`src/rtl/pipe_pkg.sv`:
```
// rtl/pipe_pkg.sv - shared state encoding and occupancy width for the elastic pipeline stage
package pipe_pkg;

  typedef enum logic [1:0] {
    ST_EMPTY = 2'd0,
    ST_FULL  = 2'd1,
    ST_SKID  = 2'd2
  } state_t;

  localparam int COUNT_W = 2;

endpackage

```
`src/rtl/pipe_entry.sv`:
```
// rtl/pipe_entry.sv - one pipeline entry: valid bit, control bits and payload with load/clear enables
module pipe_entry #(
  parameter int DATA_W = 32,
  parameter int CTRL_W = 8
) (
  input  logic              clk,
  input  logic              rst,
  input  logic              load,
  input  logic              clear,
  input  logic [CTRL_W-1:0] new_ctrl,
  input  logic [DATA_W-1:0] new_data,
  output logic              valid,
  output logic [CTRL_W-1:0] ctrl,
  output logic [DATA_W-1:0] data
);

  // clear kills valid and control but keeps the payload for the bubble output
  always_ff @(posedge clk) begin
    if (rst) begin
      valid <= 1'b0;
      ctrl  <= '0;
      data  <= '0;
    end else if (clear) begin
      valid <= 1'b0;
      ctrl  <= '0;
    end else if (load) begin
      valid <= 1'b1;
      ctrl  <= new_ctrl;
      data  <= new_data;
    end
  end

endmodule

```
`src/rtl/pipe_stage_elastic.sv`:
```
// rtl/pipe_stage_elastic.sv - elastic pipeline register with optional skid entry, hold and flush
module pipe_stage_elastic
  import pipe_pkg::*;
#(
  parameter int DATA_W = 32,
  parameter int CTRL_W = 8,
  parameter int SKID   = 1
) (
  input  logic               clk_i,
  input  logic               rst_i,
  input  logic               valid_i,
  output logic               ready_o,
  input  logic [CTRL_W-1:0]  ctrl_i,
  input  logic [DATA_W-1:0]  data_i,
  output logic               valid_o,
  input  logic               ready_i,
  output logic [CTRL_W-1:0]  ctrl_o,
  output logic [DATA_W-1:0]  data_o,
  input  logic               hold_i,
  input  logic               flush_i,
  output logic [COUNT_W-1:0] count_o
);

  localparam bit HAS_SKID = (SKID != 0);

  state_t               state, state_n;
  logic [COUNT_W-1:0]   count, count_n;
  logic                 push, pop;
  logic                 main_load, main_from_skid, main_clear;
  logic                 skid_load, skid_clear;
  logic                 main_valid, skid_valid;
  logic [CTRL_W-1:0]    main_ctrl, skid_ctrl, main_new_ctrl;
  logic [DATA_W-1:0]    main_data, skid_data, main_new_data;

  assign push = valid_i & ready_o & ~hold_i & ~flush_i;
  assign pop  = valid_o & ready_i;

  assign valid_o = main_valid & ~hold_i;
  assign ctrl_o  = valid_o ? main_ctrl : '0;
  assign data_o  = main_data;
  assign count_o = count;

  always_comb begin
    state_n        = state;
    count_n        = count;
    main_load      = 1'b0;
    main_from_skid = 1'b0;
    main_clear     = 1'b0;
    skid_load      = 1'b0;
    skid_clear     = 1'b0;
    if (!hold_i) begin
      if (flush_i) begin
        main_clear = 1'b1;
        skid_clear = 1'b1;
        state_n    = ST_EMPTY;
        count_n    = '0;
      end else begin
        case (state)
          ST_EMPTY: begin
            if (push) begin
              main_load = 1'b1;
              state_n   = ST_FULL;
              count_n   = COUNT_W'(1);
            end
          end
          ST_FULL: begin
            if (push && pop) begin
              main_load = 1'b1;
            end else if (push && HAS_SKID) begin
              skid_load = 1'b1;
              state_n   = ST_SKID;
              count_n   = COUNT_W'(2);
            end else if (pop) begin
              main_clear = 1'b1;
              state_n    = ST_EMPTY;
              count_n    = '0;
            end
          end
          ST_SKID: begin
            // the skid entry is older than anything upstream, so it refills main first
            if (pop && skid_valid) begin
              main_load      = 1'b1;
              main_from_skid = 1'b1;
              skid_clear     = 1'b1;
              state_n        = ST_FULL;
              count_n        = COUNT_W'(1);
            end
          end
          default: begin
            main_clear = 1'b1;
            skid_clear = 1'b1;
            state_n    = ST_EMPTY;
            count_n    = '0;
          end
        endcase
      end
    end
  end

  always_ff @(posedge clk_i) begin
    if (rst_i) begin
      state <= ST_EMPTY;
      count <= '0;
    end else begin
      state <= state_n;
      count <= count_n;
    end
  end

  assign main_new_ctrl = main_from_skid ? skid_ctrl : ctrl_i;
  assign main_new_data = main_from_skid ? skid_data : data_i;

  pipe_entry #(.DATA_W(DATA_W), .CTRL_W(CTRL_W)) u_main (
    .clk      (clk_i),
    .rst      (rst_i),
    .load     (main_load),
    .clear    (main_clear),
    .new_ctrl (main_new_ctrl),
    .new_data (main_new_data),
    .valid    (main_valid),
    .ctrl     (main_ctrl),
    .data     (main_data)
  );

  generate
    if (HAS_SKID) begin : g_skid
      pipe_entry #(.DATA_W(DATA_W), .CTRL_W(CTRL_W)) u_skid (
        .clk      (clk_i),
        .rst      (rst_i),
        .load     (skid_load),
        .clear    (skid_clear),
        .new_ctrl (ctrl_i),
        .new_data (data_i),
        .valid    (skid_valid),
        .ctrl     (skid_ctrl),
        .data     (skid_data)
      );
      // ready depends only on registered state, never on ready_i
      assign ready_o = (state != ST_SKID) & ~hold_i & ~rst_i;
    end else begin : g_single
      assign skid_valid = 1'b0;
      assign skid_ctrl  = '0;
      assign skid_data  = '0;
      assign ready_o    = (~valid_o | ready_i) & ~hold_i;
    end
  endgenerate

endmodule

```
`config.mk`:
```
export PLATFORM = sky130hd
export DESIGN_NAME = pipe_stage_elastic
export DESIGN_NICKNAME = d
export VERILOG_FILES = /design/src/rtl/pipe_pkg.sv /design/src/rtl/pipe_entry.sv /design/src/rtl/pipe_stage_elastic.sv
export SDC_FILE = /design/constraint.sdc
export NUM_CORES = 1
export LEC_CHECK = 0
export CAP_MARGIN = 20
export CORE_AREA = 2 2 92 94
export DETAILED_ROUTE_END_ITERATION = 6
export DIE_AREA = 0 0 94 96
export HOLD_SLACK_MARGIN = 0.06
export PLACE_DENSITY = 0.79
export REMOVE_ABC_BUFFERS = 1
export SYNTH_ARGS = -nofsm -noshare
export SYNTH_HDL_FRONTEND = slang
export SYNTH_SLANG_ARGS = --single-unit
```
`constraint.sdc`:
```
create_clock -name clk_i -period 2.5 [get_ports clk_i]
set_input_delay 0.5 -clock clk_i [delete_from_list [all_inputs] [get_ports clk_i]]
set_output_delay 0.5 -clock clk_i [all_outputs]
set_load 0.03 [all_outputs]
```
* Word-level counts from Yosys, hierarchy flattened
Index checks and enable logic that the tools add are counted.
** Word-level totals
- Output and inout bits :: 44
- Input port bits :: 46
- Register bits :: 84
- Word-level logic and storage cells :: 68
** Operators by class
- Reductions and logical operators :: 10
- Equality and inequality tests :: 7
- Muxes and demuxes :: 32
- Bitwise gates (word level) :: 12
** Operator list (count)
- $mux 32 :: 1
- $mux 1 :: 19
- $mux 8 :: 2
- $mux 2 :: 6
- $ne 3x3->1 const B :: 3
- $reduce_or 2->1 :: 4
- $and 1x1->1 :: 7
- $pmux 2 s3 :: 1
- $not 1->1 :: 5
- $reduce_and 5->1 :: 1
- $ne 4x4->1 const B :: 1
- $pmux 1 s2 :: 2
- $reduce_and 2->1 :: 2
- $pmux 1 s3 :: 1
- $eq 2x1->1 const B :: 1
- $eq 2x2->1 const B :: 1
- $logic_and 1x1->1 :: 2
- $logic_not 2->1 :: 1
- $ne 2x2->1 const B :: 1

* Depth between registers and ports, before layout
Gate-level depths: netlist (run 1).
- Depth after elaboration :: 13
- Gate-level depth with buffers :: 8
- Gate-level depth less buffers :: 5

* Modules after synthesis
Synthesis (run 1) repeated with hierarchy kept, for this count alone.
** Unflattened totals
- Cells, all modules :: 433
- Area total of the unflattened synthesis :: 4438.0 um2
** By module, submodules not included
- pipe_entry :: cells each 175, seq. area each 820.8 um2, area each 1824.2 um2, instances 2
- pipe_stage_elastic :: cells each 83, seq. area each 40.0 um2, area each 789.5 um2, instances 1

* Worst setup path after synthesis (run 1)
OpenSTA, ideal clock, no wires.
- Path type :: reg-to-output
- Start :: reg count_o[0] (netlist name)
- End :: out ready_o
- Arrival :: 1.683 ns
- Path buffers :: 1
- Data required time :: 2.000 ns
- Stages on the path, launching flop included :: 4
- Setup slack :: 0.317 ns
- Cells stage by stage :: dfxtp_1 -> clkbuf_1 -> nand2b_1 -> nor3b_1
** RTL lines
- to (decl) :: line pipe_stage_elastic.sv:12 : output logic ready_o,

* Final worst setup path (run 1)
- Start :: in hold_i
- End :: out ctrl_o[0]
** Between the ends
- Longest elaborated chain between the ends :: 3
** RTL lines
- from (decl) :: line pipe_stage_elastic.sv:19 : input logic hold_i,
- $not 1->1 (no source line)
- $and 1x1->1 :: line pipe_stage_elastic.sv:38 : assign valid_o = main_valid & ~hold_i;
- $mux 8 :: line pipe_stage_elastic.sv:39 : assign ctrl_o = valid_o ? main_ctrl : '0;
- to (decl) :: line pipe_stage_elastic.sv:17 : output logic [CTRL_W-1:0] ctrl_o,
No other way between the ends.

==> results of run 1 <==
-- path summary, 6_finish.rpt --
check,startpoint,endpoint,cells after the start
worst min register to register,g_skid.u_skid.valid$_SDFFE_PP0P_,g_skid.u_skid.valid$_SDFFE_PP0P_,2
worst min-delay path,g_skid.u_skid.valid$_SDFFE_PP0P_,g_skid.u_skid.valid$_SDFFE_PP0P_,2
worst max register to register,count_o[1]$_SDFFE_PP0P_,u_main.data[15]$_SDFFE_PP0P_,5
worst max-delay path,hold_i,ctrl_o[0],6
-- tightest hold or removal path: cells and delay by family, from the launching register on --
family                 cells  cell delay [ns]
buffers and inverters      1             0.05
flip-flops                 1             0.33
AO/OA/AOI/OAI              1             0.05
-- sequential cells by signal, summed over array words and instances (netlist names) --
register	count
count_o	2
g_skid.u_skid.ctrl	8
g_skid.u_skid.data	32
g_skid.u_skid.valid	1
u_main.ctrl	8
u_main.data	32
u_main.valid	1
-- cells in the mapped netlist --
master     instances
a22oi_1            1
o2bb2ai_1          1
a21oi_1            5
o21ai_1            1
nand2_1            2
o22ai_1            1
dfxtp_1           84
buf_8              4
mux2i_1           80
nor3b_1            2
clkbuf_1          18
nand2b_1           2
a211oi_1          40
or3b_1             1
clkbuf_2           1
inv_1              1
and3_1             1
nand3b_1           1
buf_2              4
buf_4              1
nor2_1            86
a21boi_2           1
xnor2_1            1
nor3_2             1
and2_1             8
nand3_1            2
o21ai_0            1
nor2b_1            2
-- routing by layer --
layer	up-vias	routed length (um)	share of wire, %
met5	-	0	0
met2	64	3700	48
met1	1336	3560	46
li1	1406	-	-
met4	0	75	0.98
met3	7	350	4.6
-- kinds of logic (layout without fill, tap and decap cells) --
| kind of cell | Yosys count | after routing | synth area share [%] |
|---|---|---|---|
| AOI/OAI and AO/OA | 51 | 51 | 10.6 |
| xor gates and xnor gates | 1 | 1 | 0.251 |
| muxes | 80 | 80 | 23.0 |
| and+or+nand+nor | 108 | 108 | 13.3 |
| buffers and inverters | 29 | 122 | 4.70 |
| DFF | 84 | 84 | 48.2 |
-- cells in the final DEF, fill, tap and decap left out, types with 2 or more instances in the layout --
cell             instances
nor2_1                  86
dfxtp_1                 84
mux2i_1                 80
clkdlybuf4s50_1         79
a211oi_1                40
buf_4                   20
clkbuf_8                 9
and2_1                   8
a21oi_1                  5
buf_12                   5
clkinvlp_4               3
inv_6                    3
nor2b_1                  2
nand2b_1                 2
nor3b_1                  2
-- through the flow --
step / util (%) / power [mW] / cell area, um^2 / setup WS [ns] / hold WS, ns
after floorplan: - / 1.47 / 3330 / -0.730 / 0.434
after global routing: 58.5 / 2.57 / 4710 / 0.0834 / 0.498
final: 58.5 / 2.48 / 4710 / 0.126 / 0.473
after global placement: 56.2 / 1.62 / 4530 / 0.0460 / 0.450
after CTS: 58.5 / 2.51 / 4710 / 0.133 / 0.477
after detailed placement: 56.2 / 1.63 / 4530 / -0.00549 / 0.461
-- power by group through the flow --
| stage | clock, mW | sequential [mW] | combinational, mW |
|---|---|---|---|
| 5_1_grt | 0.961 | 1.36 | 0.249 |
| 3_3_place_gp | 0 | 1.39 | 0.231 |
| 4_1_cts | 0.911 | 1.36 | 0.236 |
| 2_1_floorplan | 0 | 1.41 | 0.0582 |
| 6_report | 0.885 | 1.36 | 0.234 |
| 3_5_place_dp | 0 | 1.39 | 0.234 |
-- final cells by class --
class	count	area (um^2)
Clock buffer	9	124
Clock inverter	7	57.6
Fill cell	695	3340
Inverter	1	3.75
Multi-Input combinational cell	240	1660
Sequential cell	84	1680
Tap cell	105	131
Timing Repair Buffer	105	1050
==> summary.txt, run 1 <==
Startpoint class of the critical path = input pin
Top delay family on crit path = buffers and inverters
Slowest-stage cell, CP = clkdlybuf4s50_1
Mean Syn Cell Area = 9.88 um^2
Kind of critical path = in -> out
Max cap viols = 0
WP data required = 2.00 ns
Clk buf depth = 2
Post-synth top area cell = dfxtp_1
Worst Path Arrival = 1.87 ns
Grt total ovfl = 0
Met2 Usage GRT = 30.4%
Avg WL per Cell = 14.0 um
CP most frequent cell = buf_4
Die height = 96 um
Clk slew on worst S/H paths = 0.08 ns
Max Slew Vio Count = 0
Routed WL = 7690 um
Yosys reg bits = 84
RD Place Congestion = 0.781
Residual DRC = 0
Worst skew pair latency = 0.35 ns
Post-CTS resize count = 0
Rows = 33
Total die area = 9020 um^2
Post-route ant nets = 0
Hold buffers post-CTS = 0
Path type of the worst min-delay path = reg -> reg
Initial antenna violation count = 0
Yosys top cell area share = 48.2%
Vias per inst = 5.11
Via count = 2813
HPWL Detailed = 5290 um
Port bufs = 89
ANT cells = 0
Sequential area share after synthesis = 48.2%
Drt first pass iters = 4
P&R area growth vs syn = 35.0%
Count of different cell masters after synthesis = 28
Overall Global Routing Usage = 17.4%
Final period util = 95.0%
Layout net count = 487
Final Setup Violations = 0
CP cell instances = clkdlybuf4s50_1 > buf_4 > nor2b_1 > buf_4 > and2_1 > buf_4
Status = complete, no violations
Maximum vdd drop = 0.393 mV
Clock sink total = 84
Vias in the first global route = 2807
Max_slew headroom = 70.2%
H-tree depth = 3
GR Util met1 = 21.3%
Synth warn = 0
Io pins = 90
Buffer count from post-CTS setup fixing = 0
Detailed Route Iter0 Violations = 70
Cells after DPL = 535
Post-Syn Area = 3490 um^2
P_int = 1.85 mW
Sw power = 628 uW
Leak = 2.02 nW
RSZ-0062 raised after global routing = false
Num CTS Buffers = 9
Setup TNS = 0 ns
Initial Util = 43.3%
Gate power share = 9.4%
Max Clock Freq = 421 MHz
Met3 usage = 3.76%
Shortest period the worst path allows = 2.37 ns
Largest net degree at the start of global routing = 81
Worst Tran Pin Value = 0.447 ns
Sequential power share = 54.9%
Largest stage delay on the critical path = 0.44 ns
CTS tree = done
Clk root buf = clkbuf_8
Critical path buffer and inverter count = 4
Fin. Hold Viols = 0
CP endpoint kind = output pin
Synth area leaders = dfxtp_1 48%, mux2i_1 23%, nor2_1 9.3%
Worst-path fanout max = 6
Reg2Reg Setup Slack = 0.91 ns
Mapped Cells = 353
Core Region = 8050 um^2
Final Non-Filler Cells = 551
Pwr/cell area = 527 nW/um^2
Sw Ratio = 25.3%
Busiest grt layer = met2
Clock share of power = 35.7%
Final setup skew = 0.0115 ns
Die X = 94 um
Fraction of layout cells with a size suffix above 1 = 10.3%
Global-route wire length before repair = 12600 um
(Power assumes the default switching activity.)
==> run 2, diff against run 1 <==
--- a/config.mk
+++ b/config.mk
@@ -7,6 +7,7 @@
 export LEC_CHECK = 0
 export CAP_MARGIN = 20
 export CORE_AREA = 2 2 92 94
+export CTS_CLUSTER_SIZE = 28
 export DETAILED_ROUTE_END_ITERATION = 6
 export DIE_AREA = 0 0 94 96
 export HOLD_SLACK_MARGIN = 0.06
==> results of run 2 <==
Final layout, timing and power as in run 1 (identical DEF).
==> run 3, diff against run 2 <==
--- a/config.mk
+++ b/config.mk
@@ -6,10 +6,10 @@
 export NUM_CORES = 1
 export LEC_CHECK = 0
 export CAP_MARGIN = 20
-export CORE_AREA = 2 2 92 94
+export CORE_AREA = 10 10 100 102
 export CTS_CLUSTER_SIZE = 28
 export DETAILED_ROUTE_END_ITERATION = 6
-export DIE_AREA = 0 0 94 96
+export DIE_AREA = 0 0 110 112
 export HOLD_SLACK_MARGIN = 0.06
 export PLACE_DENSITY = 0.79
 export REMOVE_ABC_BUFFERS = 1
==> constraint.sdc (replaced) <==
create_clock -name clk_i -period 2.5 [get_ports clk_i]
set_input_delay 0.5 -clock clk_i [delete_from_list [all_inputs] [get_ports clk_i]]
set_output_delay 0.5 -clock clk_i [all_outputs]
set_load 0.05 [all_outputs]
==> run 3 against run 2 <==
Compared with the run above: combinational power grew 7%; via count fell by 1.1%; cell area is 2.8% higher; register-to-register slack lost 0.05 ns; worst setup slack improved by 0.11 ns; cell count decreased by 0.36%; critical path depth is the same; maximum frequency increased by 4.7%; routed wire length up 13%; utilization grew 1.6 points.
==> summary.txt, run 3 (synthesized netlist as in run 1, its figures left out) <==
Port bufs = 89 (unchanged)
Final setup skew = 0.00995 ns (-0.00153 ns)
Total die area = 12300 um^2 (+37%)
P&R area growth vs syn = 38.8%
Via count = 2781 (-1.1%)
Die X = 110 um (+17%)
Final period util = 90.7% (-4.2 points)
Worst-path fanout max = 8 (+2)
Detailed Route Iter0 Violations = 100 (+43%)
Routed WL = 8690 um (+13%)
Max cap viols = 0 (unchanged)
Io pins = 90 (unchanged)
Rows = 33 (unchanged)
Buffer count from post-CTS setup fixing = 0 (unchanged)
Clk slew on worst S/H paths = 0.08 ns (about the same)
Fin. Hold Viols = 0 (unchanged)
Worst skew pair latency = 0.34 ns (about the same)
Grt total ovfl = 0 (unchanged)
RD Place Congestion = 0.765 (-2.1%)
Post-CTS resize count = 0 (unchanged)
Hold-critical path depth = 2 (unchanged)
H-tree depth = 3 (unchanged)
# fillers = 680 (-2.2%)
Sw Ratio = 23.3% (-2.0 points)
Gate power share = 9.6% (+0.2 points)
Layout net count = 485 (-0.41%)
Drt first pass iters = 4 (unchanged)
Clk root buf = clkbuf_8
Overall Global Routing Usage = 13.7% (-3.7 points)
Clock sink total = 84 (unchanged)
Total power = 2.60 mW (+4.8%)
Most frequent cells in the layout = 86 x nor2_1, 84 x dfxtp_1, 80 x mux2i_1, 78 x clkdlybuf4s50_1, 40 x a211oi_1
CP endpoint kind = output pin
CTS tree = done
Placement Cell Area = 4630 um^2 (+2.2%)
Path type of the worst min-delay path = reg -> reg
WP data required = 2.00 ns (about the same)
Avg WL per Cell = 15.8 um (+13%)
Shortest period the worst path allows = 2.27 ns (-0.106 ns)
Worst Tran Pin Value = 0.725 ns (+0.279 ns)
Status = complete, no violations
Largest stage delay on the critical path = 0.42 ns (-0.02 ns)
ANT cells = 0 (unchanged)
Kind of critical path = in -> out
Post-route ant nets = 0 (unchanged)
Sw power = 605 uW (-3.5%)
Largest net degree at the start of global routing = 71 (-12%)
Cells after DPL = 533 (-0.37%)
Hold buffers post-CTS = 0 (unchanged)
Clock share of power = 38.0% (+2.3 points)
Residual DRC = 0 (unchanged)
Max Clock Freq = 441 MHz (+4.7%)
Clk buf depth = 2 (unchanged)
Crit path from = hold_i
CP most frequent cell = buf_4
Most common cell after layout, fill and taps aside = nor2_1
Fraction of layout cells with a size suffix above 1 = 10.1% (-0.18 points)
Hold_ws = 0.497 ns (+0.0238 ns)
Biggest regs = g_skid.u_skid.data (32), u_main.data (32)
Global-route wire length before repair = 13800 um (+9.5%)
Capturing point of the worst reg2reg path = u_main.data[26]$_SDFFE_PP0P_
Initial antenna violation count = 0 (unchanged)
Maximum vdd drop = 0.276 mV (-30%)
P_int = 1.99 mW (+7.7%)
Max_slew headroom = 51.7% (-19 points)
Max Slew Vio Count = 0 (unchanged)
RSZ-0062 raised after global routing = false
Vias in the first global route = 2724 (-3.0%)
Vias per inst = 5.07 (-0.78%)
HPWL Detailed = 6100 um (+15%)
Startpoint class of the critical path = input pin
Core Region = 8050 um^2 (unchanged)
Reg2Reg Setup Slack = 0.86 ns (-0.05 ns)
Sequential power share = 52.4% (-2.5 points)
Final Setup Violations = 0 (unchanged)
Num CTS Buffers = 9 (unchanged)
Leak = 2.07 nW (+2.4%)
Final Non-Filler Cells = 549 (-0.36%)
Slowest-stage cell, CP = clkdlybuf4s50_1
Hold_sp = g_skid.u_skid.data[3]$_SDFFE_PP0P_
Hold endpoint = u_main.data[3]$_SDFFE_PP0P_
Initial Util = 43.3% (unchanged)
Pwr/cell area = 537 nW/um^2 (+2.0%)
Launch point of the worst reg-to-reg path = count_o[0]$_SDFFE_PP0P_
CP cell instances = clkdlybuf4s50_1 > buf_4 > nor2b_1 > buf_4 > and2_1 > buf_12
Fin area = 4840 um^2 (+2.8%)
Worst r2r path cells = 6 (+1)
Die height = 112 um (+17%)
Worst Path Arrival = 1.77 ns (-0.10 ns)
## run 3: cell types whose count changed in the layout (fill, tap and decap cells not counted), sizes merged
cell / before / now
inv: 4 / 1
clkbuf: 9 / 11
clkinv: 1 / 3
clkinvlp: 3 / 1
buf: 26 / 25
bufinv: 0 / 1
clkdlybuf4s50: 79 / 78
## run 3: cell type report
cell class                      count  area [um^2]  area share, %
Sequential cell                    84         1680           34.8
Multi-Input combinational cell    240         1660           34.2
Timing Repair Buffer              103         1150           23.8
Clock buffer                       11          151           3.13
Tap cell                          105          131           2.72
Clock inverter                      5         60.1           1.24
Inverter                            1         3.75         0.0776
## run 3: how the worst max path moves through the flow
stage	to	slack (ns)	depth (start not counted)
floorplan	u_main.ctrl[0]$_SDFFE_PP0P_	-0.76	5
global placement	u_main.data[4]$_SDFFE_PP0P_	0.006	7
detailed placement	u_main.data[15]$_SDFFE_PP0P_	-0.05	7
CTS	count_o[0]	0.22	1
global route	ctrl_o[4]	0.13	6
finish	ctrl_o[4]	0.23	6
## run 3: stage by stage
step	setup TNS, ns	util (%)	setup WS, ns
floorplan	-54.36	-	-0.765
global placement	0	57.5	0.00601
detailed placement	-0.763	57.5	-0.0513
CTS	0	60.1	0.222
global route	0	60.1	0.125
finish	0	60.1	0.232
## run 3: metal layers
metal | GRT usage (%) | part of all wire (%) | vias to the layer above
met5 | 0 | 0 | -
met4 | 3.56 | 0.90 | 0
met3 | 4.67 | 6.0 | 7
met2 | 21.9 | 48 | 67
met1 | 17.0 | 45 | 1302
li1 | - | - | 1405
## run 3: power by group through the flow
stage | combinational (mW) | clock, mW | sequential (mW)
after floorplan | 0.0600 | 0 | 1.43
after global placement | 0.246 | 0 | 1.39
after detailed placement | 0.250 | 0 | 1.39
after CTS | 0.252 | 1.01 | 1.36
after global routing | 0.264 | 1.06 | 1.36
final | 0.250 | 0.987 | 1.36
## run 3: worst max-delay path: cells and delay by family
kind	cells	cell delay (ns)
and+or+nand+nor	2	0.34
buffers and inverters	4	0.92
==> patch 1, RTL diff (config.mk and constraints of run 2) <==
`CTRL_W` is set to 8 in 2 places; all go to 12.
--- a/src/rtl/pipe_entry.sv
+++ b/src/rtl/pipe_entry.sv
@@ -3,3 +3,3 @@
   parameter int DATA_W = 32,
-  parameter int CTRL_W = 8
+  parameter int CTRL_W = 12
 ) (
--- a/src/rtl/pipe_stage_elastic.sv
+++ b/src/rtl/pipe_stage_elastic.sv
@@ -5,3 +5,3 @@
   parameter int DATA_W = 32,
-  parameter int CTRL_W = 8,
+  parameter int CTRL_W = 12,
   parameter int SKID   = 1
Interface: changed (resized ctrl_i and ctrl_o); port bits go from 90 to 98. The function was not compared with the original's and may differ.
==> patch 1 against run 2 <==
Sequential power increased by 9%. Combinational power increased by 5%. Sequential cell count increased by 8. Final cell count increased by 24%. Worst setup slack got worse by 0.038 ns. Total power increased by 12%. Area after synthesis increased by 30%. Routed wire length increased by 44%. Maximum frequency decreased by 1.6%. Count of clock-buffer cells in the layout increased by 1. Cell area increased by 23%. Die area unchanged. Register-to-register slack got worse by 0.52 ns. First-iteration DRC count increased to 2.8 times the old value. Highest routed layer unchanged.
==> patch 1: results (changes against run 2) <==
global_route:
  grt_usage_pct: 25.3  # +7.9 points
  grt_pass1_wl_um: 18100  # +44%
  grt_max_degree: 86  # +6.2%
  first_global_vias: 3767  # +34%
finish:
  fillers: 611  # -12%
  top_regs: "g_skid.u_skid.data x32, u_main.data x32"
  drive_gt1_share_pct: 15.7  # +5.4 points
  n_antenna_cell: 0  # unchanged
hold_path:
  hp-start: "u_main.ctrl[5]"
  whs_endpoint: "u_main.ctrl[5]"
pwr:
  p_leak_uw: 0.00268  # +33%
  irDropWorstVdd_v: 0.000256  # -35%
placement:
  port_buffers: 97  # +9.0%
  dp_hpwl_um: 6970  # +32%
  place.gp.congestion: 0.803  # +2.8%
cts:
  cts-root-buf: "clkbuf_8"
  path_clk_slew_ns: 0.10  # +0.02 ns
  clockBufferDepth: 2  # unchanged
timing:
  hold_ws_ns: 0.460  # -0.0138 ns
  clock_skew_ns: 0.0145  # +0.00304 ns
  worst_pin_slew_ns: 0.548  # +0.102 ns
yosys:
  synth_area_leaders: "dfxtp_1 41%, mux2i_1 12%, mux2_4 9.0%, nor2b_1 4.7%, o21ai_0 4.6%"
  ys_types: 36  # +29%
  yosysSeqAreaShare_pct: 40.7  # -7.5 points
  synth_commonest_cells: "92 x dfxtp_1, 56 x mux2i_1, 46 x nor2_1"
status:
  outcome: "completed"
critical_path:
  critPathArrivalTime_ns: 1.91  # +0.04 ns
  worstPathMaxFanout: 14  # +8
  rr_endpoint: "u_main.data[14]"
  r2r_start: "u_main.valid"
  r2r_slack_ns: 0.39  # -0.52 ns
  critical_path.top_delay_family: "buffers and inverters"
  cpPeakStageDelay_ns: 0.50  # +0.06 ns
route:
  dr.first_iter.drc_count: 199  # +180%
  viasPerCell: 5.66  # +11%
  drt-total-wl_um: 11100  # +44%
patch 1: routing by layer:
metal | wire [µm] | GRT usage (%)
met5 | 0 | 0
met4 | 129 | 10.3
met3 | 438 | 3.29
met2 | 5660 | 42.3
met1 | 4880 | 33.2
patch 1: kinds of logic (layout without fill, tap and decap cells):
kind of cell / count (synthesis) / in the layout / synth area share, %
muxes: 88 / 88 / 22.6
xor gates and xnor gates: 1 / 1 / 0.194
AOI/OAI and AO/OA: 102 / 102 / 12.9
DFF: 92 / 92 / 40.7
buffers and inverters: 50 / 136 / 5.36
and+or+nand+nor: 159 / 159 / 18.3
patch 1: layout make-up:
| type | instances | area (µm²) | area share (%) |
|---|---|---|---|
| timing repair buffer | 117 | 1150 | 19.7 |
| tap | 105 | 131 | 2.26 |
| inverter | 3 | 11.3 | 0.194 |
| multi-input combinational | 350 | 2470 | 42.5 |
| clock buffer | 10 | 138 | 2.37 |
| clock inverter | 6 | 71.3 | 1.23 |
| sequential | 92 | 1840 | 31.7 |
patch 1: through the flow:
step / instance area, µm² / power (µW) / std cells / TNS (ns) / setup slack [ns]
finish: 5810 / 2770 / 683 / 0 / 0.0881
global route: 5810 / 2860 / 683 / 0 / 0.0141
CTS: 5810 / 2780 / 683 / 0 / 0.0847
detailed placement: 5600 / 1750 / 667 / 0 / 0.0828
global placement: 5600 / 1750 / 667 / 0 / 0.0874
floorplan: 4300 / 1590 / 445 / -145.54 / -1.91
patch 1: how the worst max path moves through the flow:
stage / end / slack (ns) / cells after the start
finish: ctrl_o[6] / 0.09 / 5
global route: ctrl_o[10] / 0.01 / 5
CTS: ctrl_o[6] / 0.08 / 5
detailed placement: u_main.data[11] / 0.08 / 6
global placement: u_main.data[14] / 0.09 / 6
floorplan: g_skid.u_skid.ctrl[0] / -1.91 / 4
patch 1: worst register-to-register path: stages (launching register included):
cell     delay [ns]
dfxtp_1        0.68
and4b_2        0.37
nand2_1        0.07
a211o_2        0.33
buf_12         0.20
mux2_4         0.34
patch 1: report_power, final:
group	internal [µW]	switching (µW)	leakage, µW
clock	499	552	0.000104
sequential	1470	5.93	0.000741
combinational	129	115	0.00183
total	2100	673	0.00268
==> patch 2, RTL diff (config.mk and constraints of run 2) <==
Made on the original files. The 3 states of `state_t` get a one-hot encoding in 3 bits.
--- a/src/rtl/pipe_pkg.sv
+++ b/src/rtl/pipe_pkg.sv
@@ -3,6 +3,6 @@
 
-  typedef enum logic [1:0] {
-    ST_EMPTY = 2'd0,
-    ST_FULL  = 2'd1,
-    ST_SKID  = 2'd2
+  typedef enum logic [2:0] {
+    ST_EMPTY = 3'b001,
+    ST_FULL  = 3'b010,
+    ST_SKID  = 3'b100
   } state_t;
Function: same outputs for any inputs over 4 cycles, from zero or initial values and one cycle with rst_i high; so few cycles prove little.
==> patch 2 against run 2 <==
Cell area grew 7.0%. Total power grew 5.4%. Count of clock-buffer cells in the layout grew 3. Routed wire length grew 12%. Sequential cell count grew 1. Worst setup slack lost 0.017 ns. Clock skew shrank 0.0036 ns. Area after synthesis grew 9.3%. Critical endpoint is now ctrl_o[7]. Largest cell class is now multi-input combinational cells.
==> patch 2: results (changes against run 2) <==
yosys:
  synth_area_leaders: "dfxtp_1 45%, a211oi_2 13%, mux2i_1 11%, nand2_1 8.2%, a21oi_1 5.4%"
  syn-instance-count: 420  # +19%
route:
  wire_per_inst_um: 14.1  # +0.68%
  dr.pass1.iters: 5  # +1
  dr.first_iter.drc_count: 107  # +53%
  wl_met1_um: 3810  # +7.0%
  vias: 3182  # +13%
  wl_met3_um: 339  # -3.1%
  wl_met2_um: 4360  # +18%
pwr:
  irDropWorstVdd_v: 0.000354  # -9.9%
  switchingPower_uw: 588  # -6.3%
  switching_share_pct: 22.5  # -2.8 points
  p_leak_uw: 0.00193  # -4.1%
  power_frac_clock_pct: 37.8  # +2.1 points
timing:
  clock_skew_ns: 0.00784  # -0.00364 ns
placement:
  place.gp.congestion: 0.832  # +6.5%
  placed_area_um2: 4830  # +6.7%
  dp_cells: 597  # +12%
global_route:
  grt_use_met2_pct: 35.0  # +4.6 points
  met1_usage_pct: 23.7  # +2.4 points
  grt_pass1_wl_um: 14000  # +11%
critical_path:
  cpPeakStageDelay_ns: 0.50  # +0.06 ns
finish:
  nets: 549  # +13%
  areaGrowthSynthToFinish_pct: 32.2
  drive_gt1_share_pct: 18.1  # +7.8 points
status:
  outcome: "completed"
cts:
  clock_latency_ns: 0.33  # -0.02 ns
-- patch 2: worst paths after layout --
path / cells after the start / from / slack [ns] / end
worst max-delay path: 6 / hold_i / 0.11 / ctrl_o[7]
worst max register to register: 6 / state[2] / 0.44 / u_main.data[21]
worst min-delay path: 2 / g_skid.u_skid.data[9] / 0.46 / g_skid.u_skid.data[9]
worst min register to register: 2 / g_skid.u_skid.data[9] / 0.46 / g_skid.u_skid.data[9]
-- patch 2: area by class of cell --
type / count / share of cell area (%)
Clock inverter: 4 / 0.894
Sequential cell: 85 / 33.8
Timing Repair Buffer: 108 / 21.2
Tap cell: 105 / 2.61
Inverter: 2 / 0.149
Multi-Input combinational cell: 297 / 38.1
Clock buffer: 12 / 3.28
-- patch 2: cell families (layout without fill, tap and decap cells) --
family	Yosys count	count (layout)	share of synthesized area, %
simple gates	161	161	18.0
mux	41	41	10.8
flops	85	85	44.6
compound gates	94	94	21.1
buf+inv	38	126	5.19
xor+xnor	1	1	0.230
